### src/rtl/wave_gen.sv
// Waveform sample generator: a prescaler-paced phase accumulator drives a waveform
// lookup, and each sample is presented on a valid/ready handshake to the downstream filter.
module wave_gen #(
    parameter int unsigned DIV_W = 32,
    parameter int unsigned PH_W  = 8
) (
    input  logic             clk,
    input  logic             rst_n,
    input  logic             en,
    input  logic             cfg_load,
    input  logic [DIV_W-1:0] cfg_div,
    input  logic [7:0]       cfg_step,
    input  logic [1:0]       cfg_wave,
    output logic [3:0]       dout,
    output logic             dout_valid,
    input  logic             dout_ready,
    output logic [PH_W-1:0]  phase,
    output logic             wrap,
    output logic             overrun,
    output logic             cfg_reject
);

    typedef enum logic [1:0] {StIdle, StRun, StHold} state_e;

    state_e           state_q, state_d;
    logic [DIV_W-1:0] presc_q, presc_d;
    logic [PH_W-1:0]  phase_q, phase_d;
    logic [3:0]       dout_q, dout_d;
    logic             valid_q, valid_d;
    logic             wrap_q, wrap_d;
    logic             overrun_q, overrun_d;
    logic             reject_q, reject_d;
    logic [DIV_W-1:0] cfg_div_q, cfg_div_d;
    logic [7:0]       cfg_step_q, cfg_step_d;
    logic [1:0]       cfg_wave_q, cfg_wave_d;

    logic [DIV_W-1:0] div_eff;
    logic             tick;
    logic [PH_W:0]    phase_sum;
    logic [3:0]       sample;

    // First quarter of the sine (indices 0..64), expressed as the index thresholds
    // where floor(8 + 7.5*sin) steps up by one.
    function automatic logic [3:0] sine_quarter(input logic [6:0] j);
        if (j < 7'd6)       return 4'd8;
        else if (j < 7'd11) return 4'd9;
        else if (j < 7'd17) return 4'd10;
        else if (j < 7'd23) return 4'd11;
        else if (j < 7'd30) return 4'd12;
        else if (j < 7'd38) return 4'd13;
        else if (j < 7'd50) return 4'd14;
        else                return 4'd15;
    endfunction

    // Full 256x4 table folded from the quarter wave; the negative half mirrors as 15-f,
    // except at index 128 where sin is exactly zero.
    function automatic logic [3:0] sine_rom(input logic [7:0] i);
        logic [6:0] j;
        logic [3:0] q;
        j = (i[6:0] <= 7'd64) ? i[6:0] : 7'(8'd128 - {1'b0, i[6:0]});
        q = sine_quarter(j);
        if (!i[7])                 return q;
        else if (i[6:0] == 7'd0)   return 4'd8;
        else                       return 4'd15 - q;
    endfunction

    assign div_eff   = (cfg_div_q == '0) ? DIV_W'(1) : cfg_div_q;
    assign tick      = (presc_q == div_eff - DIV_W'(1));
    assign phase_sum = {1'b0, phase_q} + (PH_W + 1)'(cfg_step_q);

    always_comb begin
        sample = 4'd8;
        case (cfg_wave_q)
            2'd0:    sample = sine_rom(phase_q[7:0]);
            2'd1:    sample = phase_q[7] ? 4'd15 : 4'd0;
            2'd2:    sample = phase_q[7:4];
            default: sample = 4'd8;
        endcase
    end

    always_comb begin
        state_d    = state_q;
        presc_d    = presc_q;
        phase_d    = phase_q;
        dout_d     = dout_q;
        valid_d    = valid_q;
        wrap_d     = 1'b0;
        overrun_d  = overrun_q;
        reject_d   = 1'b0;
        cfg_div_d  = cfg_div_q;
        cfg_step_d = cfg_step_q;
        cfg_wave_d = cfg_wave_q;

        if (cfg_load) begin
            if (state_q == StIdle) begin
                cfg_div_d  = cfg_div;
                cfg_step_d = cfg_step;
                cfg_wave_d = cfg_wave;
                overrun_d  = 1'b0;
            end else begin
                reject_d = 1'b1;
            end
        end

        if (!en) begin
            state_d = StIdle;
            presc_d = '0;
            valid_d = 1'b0;
        end else if (state_q == StIdle) begin
            state_d = StRun;
            presc_d = '0;
        end else begin
            presc_d = tick ? '0 : presc_q + DIV_W'(1);
            if (valid_q && dout_ready) valid_d = 1'b0;
            if (tick) begin
                phase_d = phase_sum[PH_W-1:0];
                wrap_d  = phase_sum[PH_W];
                // An unaccepted sample is kept; the new one is dropped and flagged.
                if (valid_q && !dout_ready) begin
                    overrun_d = 1'b1;
                end else begin
                    dout_d  = sample;
                    valid_d = 1'b1;
                end
            end
            state_d = (valid_d && !dout_ready) ? StHold : StRun;
        end
    end

    always_ff @(posedge clk) begin
        if (!rst_n) begin
            state_q    <= StIdle;
            presc_q    <= '0;
            phase_q    <= '0;
            dout_q     <= 4'd0;
            valid_q    <= 1'b0;
            wrap_q     <= 1'b0;
            overrun_q  <= 1'b0;
            reject_q   <= 1'b0;
            cfg_div_q  <= DIV_W'(1);
            cfg_step_q <= 8'd1;
            cfg_wave_q <= 2'd0;
        end else begin
            state_q    <= state_d;
            presc_q    <= presc_d;
            phase_q    <= phase_d;
            dout_q     <= dout_d;
            valid_q    <= valid_d;
            wrap_q     <= wrap_d;
            overrun_q  <= overrun_d;
            reject_q   <= reject_d;
            cfg_div_q  <= cfg_div_d;
            cfg_step_q <= cfg_step_d;
            cfg_wave_q <= cfg_wave_d;
        end
    end

    assign dout       = dout_q;
    assign dout_valid = valid_q;
    assign phase      = phase_q;
    assign wrap       = wrap_q;
    assign overrun    = overrun_q;
    assign cfg_reject = reject_q;

endmodule
### config.mk
export PLATFORM = sky130hd
export DESIGN_NAME = wave_gen
export DESIGN_NICKNAME = d
export VERILOG_FILES = /design/src/rtl/wave_gen.sv
export SDC_FILE = /design/constraint.sdc
export NUM_CORES = 1
export LEC_CHECK = 0
export BUFFER_PORTS_ARGS = -buffer_cell sky130_fd_sc_hd__buf_2
export CAP_MARGIN = 25
export CELL_PAD_IN_SITES_DETAIL_PLACEMENT = 1
export CELL_PAD_IN_SITES_GLOBAL_PLACEMENT = 2
export CORE_AREA = 8 8 104 201
export CTS_BUF_LIST = sky130_fd_sc_hd__clkbuf_4 sky130_fd_sc_hd__clkbuf_8 sky130_fd_sc_hd__clkbuf_16
export CTS_CLUSTER_DIAMETER = 150
export DETAILED_ROUTE_END_ITERATION = 12
export DIE_AREA = 0 0 112 209
export PLACE_DENSITY_LB_ADDON = 0.1
export SETUP_SLACK_MARGIN = 0.02
export SLEW_MARGIN = 40
export SYNTH_ARGS = -nofsm -noshare
export SYNTH_HDL_FRONTEND = slang
export SYNTH_SLANG_ARGS = --single-unit
### constraint.sdc
create_clock -name clk -period 4.1 [get_ports clk]
set_clock_uncertainty 0.15 [all_clocks]
set_input_delay 0.205 -clock clk [delete_from_list [all_inputs] [get_ports clk]]
set_output_delay 0.205 -clock clk [all_outputs]
set_load 0.01 [all_outputs]
After elaboration in Yosys (flattened, before gate mapping)
Index checks and enable logic that the tools add are counted.
{"block": "word_totals", "word_cells": 77, "output_inout_bits": 16, "in_bits": 47, "register_bits": 92}
{"block": "op_classes", "addsub": 5, "n_eq_ne": 3, "order_cmp": 8, "n_mux": 28, "n_reduce_logical": 16, "n_bitwise": 5}
{"cell": "$add A32 B1 Y32 const B", "n": 1}
{"cell": "$eq A32 B32 Y1", "n": 1}
{"cell": "$logic_not A32 Y1", "n": 1}
{"cell": "$mux W32", "n": 1}
{"cell": "$sub A32 B1 Y32 const B", "n": 1}
{"cell": "$lt A7 B5 Y1 const B", "n": 3}
{"cell": "$mux W4", "n": 4}
{"cell": "$lt A7 B6 Y1 const B", "n": 2}
{"cell": "$mux W1", "n": 14}
{"cell": "$mux W3", "n": 4}
{"cell": "$pmux W4 S3", "n": 1}
{"cell": "$add A8 B8 Y9", "n": 1}
{"cell": "$reduce_or A4 Y1", "n": 2}
{"cell": "$le A7 B7 Y1 const B", "n": 1}
{"cell": "$logic_not A7 Y1", "n": 1}
{"cell": "$lt A7 B3 Y1 const B", "n": 1}
{"cell": "$lt A7 B4 Y1 const B", "n": 1}
{"cell": "$mux W7", "n": 1}
{"cell": "$sub A1 B7 Y7 const A", "n": 1}
{"cell": "$mux W2", "n": 3}
{"cell": "$reduce_and A2 Y1", "n": 3}
{"cell": "$not A1 Y1", "n": 5}
{"cell": "$logic_not A2 Y1", "n": 2}
{"cell": "$reduce_and A4 Y1", "n": 1}
{"cell": "7 further kinds", "n": 9}

Depth between registers and ports, before layout
Gate-level depths: netlist of the first run.
{"block": "logic_depth", "ltp_word": 15, "mapped_depth": 17, "ltp_nobuf": 14}

Worst setup path before layout of the first run
OpenSTA, ideal clock, no wires.
{"block": "synth_timing", "kind": "register to register", "startpoint": "register cfg_div_q[21]", "endpoint": "register phase_q[4] (netlist: phase[4])", "synth_period_minus_slack_ns": 3.852, "path_slack_ns": 0.248, "stages_incl_launch_ff": 17, "setup_time_ns": 0.128, "t_required_ns": 3.822, "path_buffers": 2, "t_arrival_ns": 3.575, "cell_sequence": "dfxtp_1 -> clkbuf_1 -> nor2_1 -> nand4_1 -> nor3_2 -> a21oi_1 -> ha_1 -> nor4b_4 -> nand3_2 -> or4b_1 -> a22oi_1 -> and4_1 -> nand4_1 -> nor3_4 -> buf_6 -> mux2i_1 -> nor2_1"}
{"block": "synth_via", "elab_chain_len": 5}
{"item": "start: declaration", "line": "33", "rtl": "logic [DIV_W-1:0] cfg_div_q, cfg_div_d;"}
{"item": "start signal: assignment", "line": "152", "rtl": "cfg_div_q <= cfg_div_d;"}
{"item": "$logic_not A32 Y1", "line": "67", "rtl": "assign div_eff = (cfg_div_q == '0) ? DIV_W'(1) : cfg_div_q;"}
{"item": "$mux W32 *", "line": "67"}
{"item": "$sub A32 B1 Y32 *", "line": "68", "rtl": "assign tick = (presc_q == div_eff - DIV_W'(1));"}
{"item": "$eq A32 B32 Y1 *", "line": "68"}
{"item": "$reduce_and A3 Y1 (no source line) *"}
{"item": "end signal: assignment", "line": "146", "rtl": "phase_q <= phase_d;"}
{"item": "end: declaration", "line": "27", "rtl": "logic [PH_W-1:0] phase_q, phase_d;"}
Every way passes the cells marked *; elsewhere a longest branch is shown, timed or not.
A chain may end at the register's enable or synchronous reset.

Worst setup path in the final report of the first run
{"block": "layout_timing", "startpoint": "register cfg_div_q[28]", "endpoint": "register presc_q[28]"}
{"block": "layout_via", "elab_chain_len": 5}
{"item": "$logic_not A32 Y1", "line": "67"}
{"item": "$mux W32 *", "line": "67"}
{"item": "$sub A32 B1 Y32 *", "line": "68"}
{"item": "$eq A32 B32 Y1 *", "line": "68"}
{"item": "$reduce_or A4 Y1 (no source line) *"}
{"item": "end signal: assignment", "line": "145", "rtl": "presc_q <= presc_d;"}
{"item": "end: declaration", "line": "26", "rtl": "logic [DIV_W-1:0] presc_q, presc_d;"}
Marks and branches as above.

==> results.md, run 1 <==
Synth:
- In the post-synthesis netlist, the biggest area contributors are dfxtp_1 33%, nand2_1 8.2%, xor2_1 6.1%.
- The average instance in the mapped netlist occupies 7.90 um2.
- The commonest cells after synthesis are 122 x nand2_1, 92 x dfxtp_1, 75 x nor2_1.
- The netlist area before placement is between 0.005 and 0.006 mm2.
- The count of mapped cells out of synthesis is roughly 710.
- The synthesized netlist net count is 766.
- Among all cell types in the netlist, the one instantiated most often is nand2_1.
- The biggest area contributor in the post-synthesis netlist is dfxtp_1.
- After synthesis the netlist holds a flip-flop and latch count of 92.
- The number of enable flip-flop cells after synthesis is 0.
- For this run, the number of Yosys warnings is 0.
- The top cell type's share of synthesized area is 0.330.
- The flip-flop cell with the highest count after synthesis is dfxtp_1.
- The number of library cell types mapped by synthesis is 78.
- For this run, the register share of the synthesized area comes to 0.330.
- The share of synthesized flip-flops with an asynchronous set or reset is 0.

Timing:
- The final-report max-slew violation count came to 0.
- Summed over all failing endpoints, the final setup total negative slack is 0 ns.
- The hold violation count in the final report was 0.
- The clock period minus worst slack is 3.86 ns.
- Of the available clock period, the critical path in the final layout requires 0.940.
- Setup repair after global routing could not meet its margin everywhere.
- The transition time at the pin with the least slew margin is 0.783 ns.
- The final hold slack is 0.0103 ns.
- In this run the tightest slew margin relative to its limit is 0.476.
- The upper clock frequency limit is 259 MHz.
- Setup violations remaining at the end of the flow were counted as 0.
- The worst path meets setup with 0.244 ns of slack.

Cells and area:
- 0 antenna diodes ended up in the layout.
- The count of non-filler cells in the finished layout is 1059.
- The area occupied by registers is between 0.0015 and 0.002 mm2.
- The area of the multi-input gates is 0.00354 mm2.
- The fill cell total of the finished layout is 2215.
- For this run, the post-layout net count is 897.
- The proportion of layout cells with a drive suffix above 1 is 0.186.
- Relative to the synthesized area, the layout overhead comes to 28.5%.

Flow run:
- Across the run, the number of max-cap violations was 0.

Placement:
- The routability congestion estimate from global placement is 0.863.
- The count of input and output buffers is 62.
- After detailed placement, the design holds a cell count of 995.
- The detailed-placement wirelength estimate is around 16 mm.
- The pre-CTS setup slack is -0.308 ns.

Routing:
- The met2 routed wirelength is 12.3 mm.
- After detailed routing, the number of remaining DRC violations is 0.
- Wires add up to a little over 20 mm.
- The average detailed-routed wire length per instance is 19.3 um.
- Wire segments on met3 add up to 533 um in the final route.
- The detailed-routing iteration count for the pre-antenna-repair pass is 4.
- The routed layout has 5516 vias.
- For this block, the initial DRC count from the detailed router was 241.
- The routed length on met1 is 7.29 mm.
- After detailed routing, no signal wire sits above met4.
- The via density per instance is about 5.2.
- The final antenna-violating net count is 0.

Critical path:
- The worst setup path category is flip-flop to flip-flop.
- The slowest stage of the critical path is the or4b_1 cell.
- The most used cell along the critical path is nor4b_4.
- Of all nets on the critical path, the largest fanout is 32.
- The kind of end point of the critical path is a flip-flop.
- The largest stage delay on the critical path is 0.55 ns.
- The signal on the critical path passes through nor4_1 -> buf_4 -> nand4_1 -> nor3_2 -> a21oi_1 -> ha_2 -> nor4b_4 -> nand3_2 -> or4b_1 -> a22oi_2 -> and4_1 -> nand3_1 -> nor4b_4 -> or3_1 -> buf_12 -> nor2_1.
- The critical path required time is 4.19 ns.
- At the worst endpoint, the arrival time is 3.95 ns.
- The startpoint type of the worst setup path is a flip-flop.

Clocking:
- The clock drives roughly 90 sinks.
- The total CTS buffers is 9.
- TritonCTS built the clock tree.
- The tree is rooted in a clkbuf_16.
- Counting along the longest clock path gives a buffer depth of 2.
- After clock tree synthesis, the clock-pin slew on the worst setup and hold paths is 0.07 ns.
- The source-to-sink clock delay at the later pin of the worst-skew pair is 0.36 ns.
- In this run the number of H-tree levels came out at 3.

Power and ir drop:
- For this design the total switching power over the nets is 0.627 mW.
- Cell internal power was estimated by the tool at 1.64 mW.
- The combinational share of power is 0.176.
- The peak ir drop on the vdd network is 177 uV.
- Dividing total power by cell area gives a power density of 315 mW/mm2.
- The cell leakage power is approximately 3 nW.
- The share of total power dissipated in the clock network is 0.409.
- The switching portion of total power is 0.277.
- The relative contribution of sequential cells to total power is 0.415.

Floorplan:
- The starting density of the core is 0.307.
- The boundary pin count is between 60 and 70.
- The number of cell rows is 70.
- The floorplan step defined a die boundary enclosing 0.0234 mm2.
- The core footprint is 0.0182 mm2.
- Measured along the y axis, the die boundary spans 209 um.
- The die span in x is 112 um.

GRT:
- The via count of the first global-routing pass was 6035.
- Entering global routing, the biggest net connects 43 pins.
- The remaining global-route overflow is 0.
- The first-pass GRT wire length is 32.6 mm.
- The number of antenna violations at the first check in global routing is 0.
- For this run, the total global-route usage over all layers was measured as 0.178.

Outcome:
- The flow ran to the end, and the final reports show no timing, DRC or antenna violations.

Min path:
- The tightest min-delay check is of the input pin to flip-flop type.
==> routing by layer <==
layer,vias to the layer above,track usage
li1,2734,-
met3,20,0.0266
met4,0,0.0619
met2,74,0.374
met5,-,0
met1,2688,0.165
==> placed cells by master, fill, tap and decap left out, types with 26 or more instances in the layout <==
master / count
xor2_1: 39
buf_2: 62
nand3_1: 26
buf_4: 47
nor2_1: 75
nand2_1: 122
a21oi_1: 63
dfxtp_1: 92
xnor2_1: 35
dlygate4sd3_1: 46
==> layout make-up <==
type	count	share of cell area
multi-input combinational	564	0.493
clock inverter	7	0.0138
tap	216	0.0376
sequential	92	0.256
inverter	14	0.00732
timing repair buffer	157	0.161
clock buffer	9	0.0314
==> cell families after synthesis <==
| group | share of synthesized area |
|---|---|
| compound gates | 0.147 |
| fa+ha+maj | 0.0282 |
| xor+xnor | 0.116 |
| buf+inv | 0.0443 |
| flops | 0.330 |
| simple gates | 0.307 |
| mux | 0.0273 |
==> path summary, 6_finish.rpt <==
| kind | from | endpoint | slack [ns] | depth (start not counted) |
|---|---|---|---|---|
| setup / recovery | cfg_div_q[28] | presc_q[28] | 0.24 | 16 |
| hold / removal | cfg_div[10] | cfg_div_q[10] | 0.01 | 3 |
| setup reg to reg | cfg_div_q[28] | presc_q[28] | 0.24 | 16 |
| hold reg to reg | cfg_step_q[3] | cfg_step_q[3] | 0.32 | 2 |
==> repair_timing <==
action	in CTS	in global routing
endpoints found under the setup margin	49	45
gates resized for setup	2	5
pin swaps	0	5
hold buffers	46	0
buffers inserted	1	1
endpoints found under the hold margin	43	0
==> through the flow <==
step / instance area [um2] / util / power [mW]
after floorplan: 5590 / - / 1.17
after global placement: 6340 / 0.348 / 1.31
after detailed placement: 6340 / 0.348 / 1.32
after CTS: 7140 / 0.392 / 2.29
after global routing: 7180 / 0.394 / 2.37
final: 7180 / 0.394 / 2.26
==> flip-flops by register name (all words and copies together) (netlist names) <==
signal and cells:
cfg_div_q 32, cfg_reject 1, cfg_step_q 8, cfg_wave_q 2, dout 4, dout_valid 1, overrun 1, phase 8
presc_q 32, state_q 2, wrap 1
==> worst max-delay path: cells and delay by family, from the launching register on <==
kind                     cells  cell delay, ns
AO/OA/AOI/OAI                2            0.39
adder cells (fa/ha/maj)      1            0.23
flip-flops                   1            0.39
buffers and inverters        2            0.35
AND/OR/NAND/NOR             11            2.21
==> power by group through the flow <==
stage,combinational [mW],clock (mW),sequential (mW)
3_5_place_dp,0.357,0,0.959
2_1_floorplan,0.211,0,0.959
3_3_place_gp,0.350,0,0.958
6_report,0.398,0.926,0.939
4_1_cts,0.396,0.956,0.938
5_1_grt,0.437,0.991,0.942
(Power assumes the default switching activity.)
==> run 2: changes to the inputs <==
--- a/config.mk
+++ b/config.mk
@@ -5,15 +5,16 @@
 export SDC_FILE = /design/constraint.sdc
 export NUM_CORES = 1
 export LEC_CHECK = 0
+export ABC_AREA = 1
 export BUFFER_PORTS_ARGS = -buffer_cell sky130_fd_sc_hd__buf_2
 export CAP_MARGIN = 25
 export CELL_PAD_IN_SITES_DETAIL_PLACEMENT = 1
 export CELL_PAD_IN_SITES_GLOBAL_PLACEMENT = 2
-export CORE_AREA = 8 8 104 201
+export CORE_AREA = 2 2 106 211
 export CTS_BUF_LIST = sky130_fd_sc_hd__clkbuf_4 sky130_fd_sc_hd__clkbuf_8 sky130_fd_sc_hd__clkbuf_16
 export CTS_CLUSTER_DIAMETER = 150
 export DETAILED_ROUTE_END_ITERATION = 12
-export DIE_AREA = 0 0 112 209
+export DIE_AREA = 0 0 108 213
 export PLACE_DENSITY_LB_ADDON = 0.1
 export SETUP_SLACK_MARGIN = 0.02
 export SLEW_MARGIN = 40
==> run 2 against run 1 <==
Compared with the run above:
- synthesized area is 10% higher
- cell count is 26% higher
- register-to-register slack better by 0.17 ns
- hold slack better by 0.0012 ns
- largest power group unchanged
- routed wire length up 19%
==> results.md, run 2 <==
Synth:
- The count of mapped cells out of synthesis is approximately 960.
- The flip-flop cell with the highest count after synthesis is dfxtp_1.
- The largest area contributor in the synthesized netlist is dfxtp_1.
- The average instance in the mapped netlist occupies 6.39 um2.
- Counting instances in the post-synthesis netlist gives the leading cell types as 203 x nand2_1, 146 x nor2_1, 128 x inv_1.
- Yosys mapped a number of flops with a built-in enable equal to 0.
- The fraction of the yosys area taken by sequential cells is 0.299.
- The top cell type's share of synthesized area is 0.299.
- The most common cell in the synthesized netlist is nand2_1.
- Ranked by total cell area, the synthesized netlist is headed by dfxtp_1 30%, nand2_1 12%, nor2_1 8.9%.
- The number of synthesis warnings is 0.
- The number of library cell types mapped by synthesis is 41.
- The synthesized netlist net count is 1022.
- The synthesized netlist occupies a cell area of 0.00615 mm2.
- The number of register bits inferred by synthesis is 92.
- In the synthesized netlist the async set-or-reset flop fraction comes to 0.

Timing:
- Based on the critical path, the design can be clocked at up to 271 MHz.
- The headroom to the max-slew limit is 0.468.
- Setup repair after global routing left no endpoint under its margin.
- The worst path needs 3.68 ns of the cycle, external delays included.
- The hold violation count in the final report is 0.
- Dividing the final minimum period by the clock period gives 0.898.
- At the pin with the least slew margin, the transition time is 0.798 ns.
- The final-report max-slew violation count was 0.
- Setup violations remaining at the end of the flow were counted as 0.
- The summed negative setup slack over all endpoints is 0 ns.

Routing:
- Dividing the detail-routed via count by the number of cells gives 4.81.
- The final antenna-violating net count is 0.
- The average detailed-routed wire length per instance is 18.3 um.
- The detailed router's first-iteration violation count is 168.
- The detailed-routing iteration count for the pre-antenna-repair pass is 4.
- In the detailed route, the total length drawn on met3 is slightly below 500 um.
- The routed length on met1 is 8.48 mm.
- The total number of vias is 6421.
- The top metal layer carrying routed signals is met4.
- The total wire length is around 24 mm.
- Detailed routing placed a total of 14.6 mm of wire on met2.
- For this run, design rule violations remaining after detail routing come to 0.

Power and ir drop:
- The cell leakage power is 3.23 nW.
- The total power is 2.24 mW.
- The power density over cell area is between 300 and 400 mW/mm2.
- Across the VDD grid, the largest voltage drop is roughly 170 uV.

Floorplan:
- The core footprint is 0.0214 mm2.
- The floorplan step defined a die boundary enclosing roughly 0.023 mm2.
- The boundary pin count is 63.
- The die boundary height is 213 um.
- The starting density of the core is 0.288.
- The floorplan has 76 rows.
- From left edge to right edge, the die measures roughly 110 um.

Clocking:
- The total CTS buffers is 9.
- No sink is reached through more buffers than the 2 on the longest clock path.
- Clock tree synthesis selected as its root buffer the cell clkbuf_16.
- The clock tree from TritonCTS is done.
- The clock sink total is just over 90.
- The count of H-tree levels built during CTS is 3.
- Clock-pin slew was measured on the worst setup and hold paths at 0.07 ns.
- For the worst-skew pair, the clock arrives at the later sink with an insertion delay of 0.37 ns.

Cells and area:
- Of the cells placed in the final design, the portion with a size suffix greater than 1 is 0.121.
- In the final layout, the registers with the most flip-flops are cfg_div_q (32), presc_q (32).
- The count of nets after finishing is 1116.
- The leading cell type in the layout, fill and taps excluded is nand2_1.
- The top cell types in the final layout, fill and taps aside, are 203 x nand2_1, 145 x nor2_1, 128 x inv_1.
- The repair_antennas step left the layout with diodes totalling 0.
- The area growth from synthesis to layout is 20.5%.

Critical path:
- The most used cell along the critical path is nor2_1.
- The worst setup path category is flip-flop to flip-flop.
- In this run the worst path has a maximum fanout of 32.
- The depth of the worst register-to-register path is 21.
- The signal on the critical path passes through nor2_1 -> nand2_1 -> nor2_4 -> nand2_2 -> nor2_2 -> nor2_1 -> ha_1 -> nand2_2 -> nor2_4 -> xor2_1 -> xor2_1 -> inv_1 -> nand3_1 -> nor2_1 -> nand3_1 -> nor2_1 -> buf_4 -> nand3_2 -> nand3b_2 -> buf_12 -> nor3b_1.
- At the worst endpoint, the arrival time is 3.78 ns.
- In this design, the stage delay of the slowest critical-path cell is 0.33 ns.
- The cell family contributing the most delay on the critical path is simple AND/OR/NAND/NOR gates.
- Counting buffers and inverters, the worst setup path is 21 cells deep.
- The critical path required time is between 4 and 5 ns.
- The startpoint type of the worst setup path is a flip-flop.
- Together, buffers and inverters on the worst path number 3.
- The library cell contributing the largest single delay on the critical path is dfxtp_1.
- STA classifies the critical path endpoint as a flip-flop.

GRT:
- The via count of the first global-routing pass is 6754.
- The first global-routing pass estimated 37.6 mm of wire.
- The total global-route track usage is 0.222.
- Entering global routing, the biggest net connects between 40 and 50 pins.
- The total overflow left after global routing is 0.
- The number of antenna violations at the first check in global routing came to 0.

Placement:
- Routability-driven placement finished with a final weighted congestion of 0.905.
- The wire-length estimate of the detail-placed layout is roughly 20 mm.
- The count of input and output buffers is a little over 60.

Flow run:
- Max-cap violations in this run came to 0.

Min path:
- The worst min-delay path class is input pin to flip-flop.
- The instance count along the most critical hold path is 3.

Outcome:
- The run finished with clean final reports.
[run 2: power breakdown]
group,internal [mW],leakage [nW],switching [mW]
Sequential,0.927,0.752,0.0335
Clock,0.465,0.149,0.394
Combinational,0.150,2.33,0.275
[run 2: metrics by stage]
stage	hold slack, ns	cell area (um2)	std cells	utilization	setup slack, ns
6_report	0.0115	7420	1335	0.347	0.416
5_1_grt	0.0210	7420	1335	0.347	0.0462
4_1_cts	0.000502	7400	1335	0.346	0.318
3_5_place_dp	0.278	6780	1287	0.317	0.342
3_3_place_gp	0.270	6780	1287	0.317	0.365
2_1_floorplan	0.181	6150	963	-	1.16
[run 2: final timing paths]
check / start / end / slack [ns]
setup / recovery: cfg_div_q[10] / presc_q[7] / 0.42
hold / removal: dout_ready / state_q[0] / 0.01
setup reg to reg: cfg_div_q[10] / presc_q[7] / 0.42
hold reg to reg: presc_q[20] / presc_q[20] / 0.33
[run 2: cell families (layout without fill, tap and decap cells)]
family / count (synthesis) / after routing / share of synthesized area
and+or+nand+nor: 524 / 524 / 0.391
DFF: 92 / 92 / 0.299
AOI/OAI and AO/OA: 130 / 130 / 0.109
xor gates and xnor gates: 53 / 53 / 0.0777
buffers and inverters: 152 / 251 / 0.0964
adders and majority gates: 12 / 12 / 0.0256
[run 2: timing repair]
action / 4_1_cts / 5_1_grt
buffers inserted: 0 / 0
endpoints found under the hold margin: 31 / 0
hold buffers: 32 / 0
setup endpoints to repair: 0 / 6
resized for setup: 0 / 3
[run 2: per-layer routing]
layer,track usage,vias to the layer above
met4,0.0915,0
met3,0.0284,33
li1,-,3277
met1,0.204,3027
met5,0,-
met2,0.465,84
[run 2: cell type report]
class,count,area (um2)
inverters,133,499
clock buffers,12,267
fillers,2841,14000
clock inverters,4,31.3
multi-input cells,719,3730
flip-flops and latches,92,1840
well taps,273,342
repair buffers,102,703
[run 2: worst register-to-register path: stages (launching register included)]
cell      delay [ns]
dfxtp_1         0.33
nor2_1          0.23
nand2_1         0.13
nor2_4          0.17
nand2_2         0.09
nor2_2          0.14
nor2_1          0.09
ha_1            0.25
nand2_2         0.15
nor2_4          0.09
xor2_1          0.15
xor2_1          0.15
inv_1           0.21
nand3_1         0.13
nor2_1          0.11
nand3_1         0.09
nor2_1          0.10
buf_4           0.23
nand3_2         0.15
nand3b_2        0.12
buf_12          0.20
nor3b_1         0.11
